### config.mk
export PLATFORM = sky130hd
export DESIGN_NAME = rr_arb_mux
export DESIGN_NICKNAME = d
export VERILOG_FILES = /design/src/rtl/rr_arb_mux.sv
export SDC_FILE = /design/constraint.sdc
export NUM_CORES = 1
export LEC_CHECK = 0
export ABC_CLOCK_PERIOD_IN_PS = 3760
export BUFFER_PORTS_ARGS = -buffer_cell sky130_fd_sc_hd__buf_4
export CORE_UTILIZATION = 41
export DETAILED_ROUTE_END_ITERATION = 8
export HOLD_SLACK_MARGIN = 0.1
export PLACE_DENSITY = 0.81
export RECOVER_POWER = 50
export SYNTH_ARGS = -nofsm -noshare
export SYNTH_HDL_FRONTEND = slang
export SYNTH_SLANG_ARGS = --single-unit
### constraint.sdc
create_clock -name clk -period 3.76 [get_ports clk]
set_input_delay 0.564 -clock clk [delete_from_list [all_inputs] [get_ports clk]]
set_output_delay 0.564 -clock clk [all_outputs]
set_load 0.03 [all_outputs]
### src/rtl/rr_arb_mux.sv
// rr_arb_mux -- N-channel streaming arbiter/mux with one output register.
//
// Each input channel offers a beat with a valid/ready handshake. An arbiter
// picks one requesting channel per cycle whenever the output register can
// take a beat. Its search starts at a rotating pointer, which gives
// round-robin order. The winning payload and its channel index are
// registered and presented downstream with their own valid/ready handshake.
//
// Configuration macro:
//   ARB_FIXED_PRIO_EN  when defined, the arbiter always searches from
//                      channel 0 (fixed priority) and no pointer register
//                      exists. Ports and all other behaviour are unchanged.
//
// Ports:
//   clk        in   clock, all state updates on the rising edge
//   rst        in   synchronous active-high reset
//   in_valid   in   [NR_CH]           per-channel request
//   in_ready   out  [NR_CH]           one-hot accept (or all zero)
//   in_data    in   [NR_CH*DATA_LEN]  channel i at [DATA_LEN*i +: DATA_LEN]
//   out_valid  out  output register holds a beat
//   out_ready  in   downstream accepts the beat
//   out_data   out  [DATA_LEN]        registered payload
//   out_sel    out  [SEL_LEN]         channel index that supplied out_data
module rr_arb_mux #(
  parameter int NR_CH    = 4,
  parameter int DATA_LEN = 32,
  localparam int SEL_LEN = (NR_CH > 1) ? $clog2(NR_CH) : 1
) (
  input  logic                      clk,
  input  logic                      rst,
  input  logic [NR_CH-1:0]          in_valid,
  output logic [NR_CH-1:0]          in_ready,
  input  logic [NR_CH*DATA_LEN-1:0] in_data,
  output logic                      out_valid,
  input  logic                      out_ready,
  output logic [DATA_LEN-1:0]       out_data,
  output logic [SEL_LEN-1:0]        out_sel
);

  logic [DATA_LEN-1:0] ch_data [NR_CH];
  logic                out_valid_reg;
  logic [DATA_LEN-1:0] out_data_reg;
  logic [SEL_LEN-1:0]  out_sel_reg;

  logic                can_load;
  logic [NR_CH-1:0]    grant;
  logic                grant_any;
  logic [SEL_LEN-1:0]  grant_idx;
  logic [SEL_LEN-1:0]  cand_idx;
  int                  start_idx;
  int                  cand;

  // Unpack the flat input bus into one word per channel.
  for (genvar gi = 0; gi < NR_CH; gi++) begin : g_unpack
    assign ch_data[gi] = in_data[DATA_LEN*gi +: DATA_LEN];
  end

`ifdef ARB_FIXED_PRIO_EN
  // Fixed priority: the search always begins at channel 0.
  always_comb begin
    start_idx = 0;
  end
`else
  logic [SEL_LEN-1:0] ptr_reg;
  logic [SEL_LEN-1:0] ptr_next;

  always_comb begin
    start_idx = int'(ptr_reg);
  end

  // The channel after the winner searches first next time, wrapping to 0.
  always_comb begin
    ptr_next = ptr_reg;
    if (grant_any) begin
      if (grant_idx == SEL_LEN'(NR_CH - 1)) begin
        ptr_next = '0;
      end else begin
        ptr_next = grant_idx + SEL_LEN'(1);
      end
    end
  end

  always_ff @(posedge clk) begin
    if (rst) begin
      ptr_reg <= '0;
    end else begin
      ptr_reg <= ptr_next;
    end
  end
`endif

  // The output slot can take a new beat when it is empty or is being drained
  // this cycle, so a beat can leave and another arrive on the same edge.
  assign can_load = ~out_valid_reg | out_ready;

  // Search start_idx, start_idx+1, ... with wrap. The first requester wins.
  always_comb begin
    grant     = '0;
    grant_any = 1'b0;
    grant_idx = '0;
    cand      = 0;
    cand_idx  = '0;
    for (int k = 0; k < NR_CH; k++) begin
      cand = start_idx + k;
      if (cand >= NR_CH) begin
        cand = cand - NR_CH;
      end
      cand_idx = SEL_LEN'(cand);
      if (!grant_any && in_valid[cand_idx]) begin
        grant_any       = 1'b1;
        grant_idx       = cand_idx;
        grant[cand_idx] = 1'b1;
      end
    end
    // No grant while in reset or while the output slot is stalled.
    if (rst || !can_load) begin
      grant     = '0;
      grant_any = 1'b0;
      grant_idx = '0;
    end
  end

  assign in_ready = grant;

  always_ff @(posedge clk) begin
    if (rst) begin
      out_valid_reg <= 1'b0;
      out_data_reg  <= '0;
      out_sel_reg   <= '0;
    end else if (grant_any) begin
      out_valid_reg <= 1'b1;
      out_data_reg  <= ch_data[grant_idx];
      out_sel_reg   <= grant_idx;
    end else if (out_ready) begin
      // The beat drained with no refill. Data and sel keep their last values.
      out_valid_reg <= 1'b0;
    end
  end

  assign out_valid = out_valid_reg;
  assign out_data  = out_data_reg;
  assign out_sel   = out_sel_reg;

endmodule

==> impl_metrics.sql <==
INSERT INTO impl_metrics (metric_group, metric, value, unit) VALUES
('status', 'run_status', 'complete, no violations', ''),
('detailed_routing', 'drc', '0', ''),
('cts', 'cts-buffers-inserted', '5', ''),
('power_and_ir_drop', 'power_frac_comb', '0.585', ''),
('power_and_ir_drop', 'leakage', '1.84', 'nW'),
('final_layout', 'nets', '574', ''),
('worst_setup_path', 'crit_path_start_kind', 'flop', ''),
('floorplanning', 'placeableCoreArea', '0.00561', 'mm²'),
('cts', 'tritoncts_clock_tree', 'done', ''),
('timing', 'post-route-min-period', '3470', 'ps'),
('worst_setup_path', 'worstReg2RegStart', 'ptr_reg[1]', ''),
('yosys', 'synthesis.nets', '404', ''),
('timing', 'min_period_over_period', '0.923', ''),
('worst_setup_path', 'endpoint_arrival_time_on_the_critical_path', '2910', 'ps'),
('detailed_routing', 'drt_pre_antenna_iters', '4', ''),
('detailed_routing', 'final_antenna_net_count', '0', ''),
('power_and_ir_drop', 'powerDensity', '605', 'mW/mm²'),
('yosys', 'postSynth.topFlopCell', 'dfxtp_1', ''),
('timing', 'fmaxAchievable', '0.288', 'GHz'),
('cts', 'ctsRootBufferMaster', 'clkbuf_8', ''),
('place', 'finalWeightedCongestion', '0.794', ''),
('yosys', 'synth-async-reset-ratio', '0', ''),
('global_routing', 'maximum_number_of_pins_on_one_net_before_global_route_repair', '36', ''),
('place', 'port_buffers', '173', ''),
('yosys', 'synth.lib_cells_used.distinct', '37', ''),
('yosys', 'post-synth-top-area-cell', 'dfxtp_1', ''),
('timing', 'timing.final.setup_violations', '0', ''),
('final_layout', 'area_grow_syn2layout', '52.3', '%'),
('yosys', 'syn_avg_cell_area', '9.26', 'µm²'),
('cts', 'clk_sinks', '37', ''),
('final_layout', 'non_filler_cell_area_final', '0.00368', 'mm²'),
('global_routing', 'global_route.overflow_total', '0', ''),
('global_routing', 'grt_antenna_before_repair', '0', ''),
('power_and_ir_drop', 'sequentialPowerShare', '0.288', ''),
('detailed_routing', 'drt_wl_total', '8.03', 'mm'),
('power_and_ir_drop', 'power.net_switching', '1.02', 'mW'),
('floorplanning', 'floorplan.io_pins', '174', ''),
('cts', 'clk_latency', '280', 'ps'),
('worst_setup_path', 'critical_path_class', 'reg -> out', ''),
('worst_setup_path', 'worst_setup_startpoint', 'ptr_reg[1]', ''),
('yosys', 'number_of_warnings_printed_during_yosys_synthesis', '0', ''),
('final_layout', 'filler_cell_count', '525', ''),
('hold_path', 'hp-class', 'reg -> reg', ''),
('power_and_ir_drop', 'cellInternalPower', '1.21', 'mW'),
('global_routing', 'global_route.usage.total', '0.250', ''),
('timing', 'worst_slew_margin_rel', '0.271', ''),
('place', 'placed_instance_area', '0.00373', 'mm²'),
('yosys', 'sequential_to_total_area_share_from_yosys_stat', '0.306', ''),
('worst_setup_path', 'worstSetupEndpointType', 'output pin', ''),
('cts', 'cts-hold-fix-buffers', '0', ''),
('job', 'drv_cap', '0', ''),
('timing', 'finalSetupTns', '0', 'ps'),
('worst_setup_path', 'register_to_register_setup_slack', '340', 'ps'),
('final_layout', 'proportion_of_layout_cells_with_a_drive_suffix_above_1', '0.381', ''),
('detailed_routing', 'avgRoutedWirePerCell', '16.0', 'µm'),
('cts', 'path_clk_slew', '70', 'ps'),
('cts', 'cts_resized', '0', ''),
('detailed_routing', 'dr_total_vias', '2719', ''),
('detailed_routing', 'drtIter0Drc', '154', ''),
('worst_setup_path', 'crit_path_max_fanout', '10', ''),
('cts', 'cts_buffer_depth', '2', ''),
('cts', 'post_cts_buffers', '0', ''),
('power_and_ir_drop', 'share_clk_of_total_power', '0.126', ''),
('floorplanning', 'chipHeight', '78.8', 'µm'),
('floorplanning', 'die-width', '78.8', 'µm'),
('timing', 'hold_violations', '0', ''),
('yosys', 'mappedNetlistArea', '0.00242', 'mm²'),
('yosys', 'synth-seq-cells', '37', ''),
('worst_setup_path', 'worstSetupEndpoint', 'in_ready[1]', ''),
('yosys', 'yosysMostFrequentCell', 'mux2i_1', ''),
('floorplanning', 'start_util', '0.431', '');
power by group through the flow:
stage | combinational [mW] | clock, mW | sequential, mW
after global placement | 1.41 | 0 | 0.647
after global routing | 1.40 | 0.308 | 0.660
after CTS | 1.44 | 0.289 | 0.645
after floorplan | 0.693 | 0 | 0.940
final | 1.30 | 0.282 | 0.642
after detailed placement | 1.44 | 0 | 0.652
through the flow:
step	cells	setup WS, ps	power, mW
final	503	290	2.23
after global routing	503	87.7	2.37
after CTS	503	405	2.38
after detailed placement	496	408	2.09
after global placement	496	551	2.06
after floorplan	261	885	1.63
layout make-up:
cell class | instances | area [µm²] | share of cell area
Multi-Input combinational cell | 196 | 1480 | 0.401
Timing Repair Buffer | 184 | 1260 | 0.342
Sequential cell | 37 | 741 | 0.201
Tap cell | 72 | 90.1 | 0.0245
Clock buffer | 6 | 82.6 | 0.0224
Inverter | 7 | 26.3 | 0.00714
Clock inverter | 1 | 7.51 | 0.00204
worst max-delay path: stages (launching register included):
cell and delay, ps:
dfxtp_1 570, inv_1 170, ha_1 480, mux4_2 430, nor2b_1 370, a22oi_1 120, nor2_1 110, a221oi_1 60
nor2_1 140, buf_4 170
how the worst min path moves through the flow:
| stage | from | endpoint | slack, ps | cells past startpoint |
|---|---|---|---|---|
| floorplan | out_sel[0] | out_sel[0] | 570 | 2 |
| global placement | out_sel[0] | out_sel[0] | 470 | 2 |
| detailed placement | out_sel[0] | out_sel[0] | 470 | 2 |
| CTS | out_sel[0] | out_sel[0] | 480 | 2 |
| global route | rst | out_sel[0] | 490 | 2 |
| finish | out_sel[0] | out_sel[0] | 480 | 2 |
cells in the final DEF (no fill, tap or decap), types with 2 or more instances in the layout:
cell        n
buf_4     147
mux2i_1    38
dfxtp_1    37
nand2_1    36
clkbuf_1   36
a221o_1    32
o21ai_0    26
nor2_1     13
ha_1        8
o21ai_1     7
clkbuf_8    6
inv_1       5
a22oi_1     4
a221oi_1    4
a21oi_1     4
nor2b_1     3
nand2b_1    2
mux4_2      2
a31oi_1     2
nor2_2      2
metal layers:
layer	part of all wire	track usage	routed length (µm)
met1	0.38	0.280	3080
met2	0.52	0.470	4170
met3	0.086	0.0690	689
met4	0.011	0.0500	85
met5	0	0	0
cells by family after synthesis:
logic type | Yosys count | synth area share
compound gates | 86 | 0.271
flops | 37 | 0.306
buf+inv | 28 | 0.0807
fa+ha+maj | 8 | 0.0414
simple gates | 60 | 0.109
mux | 42 | 0.192
Power figures use the tool's default switching activity.
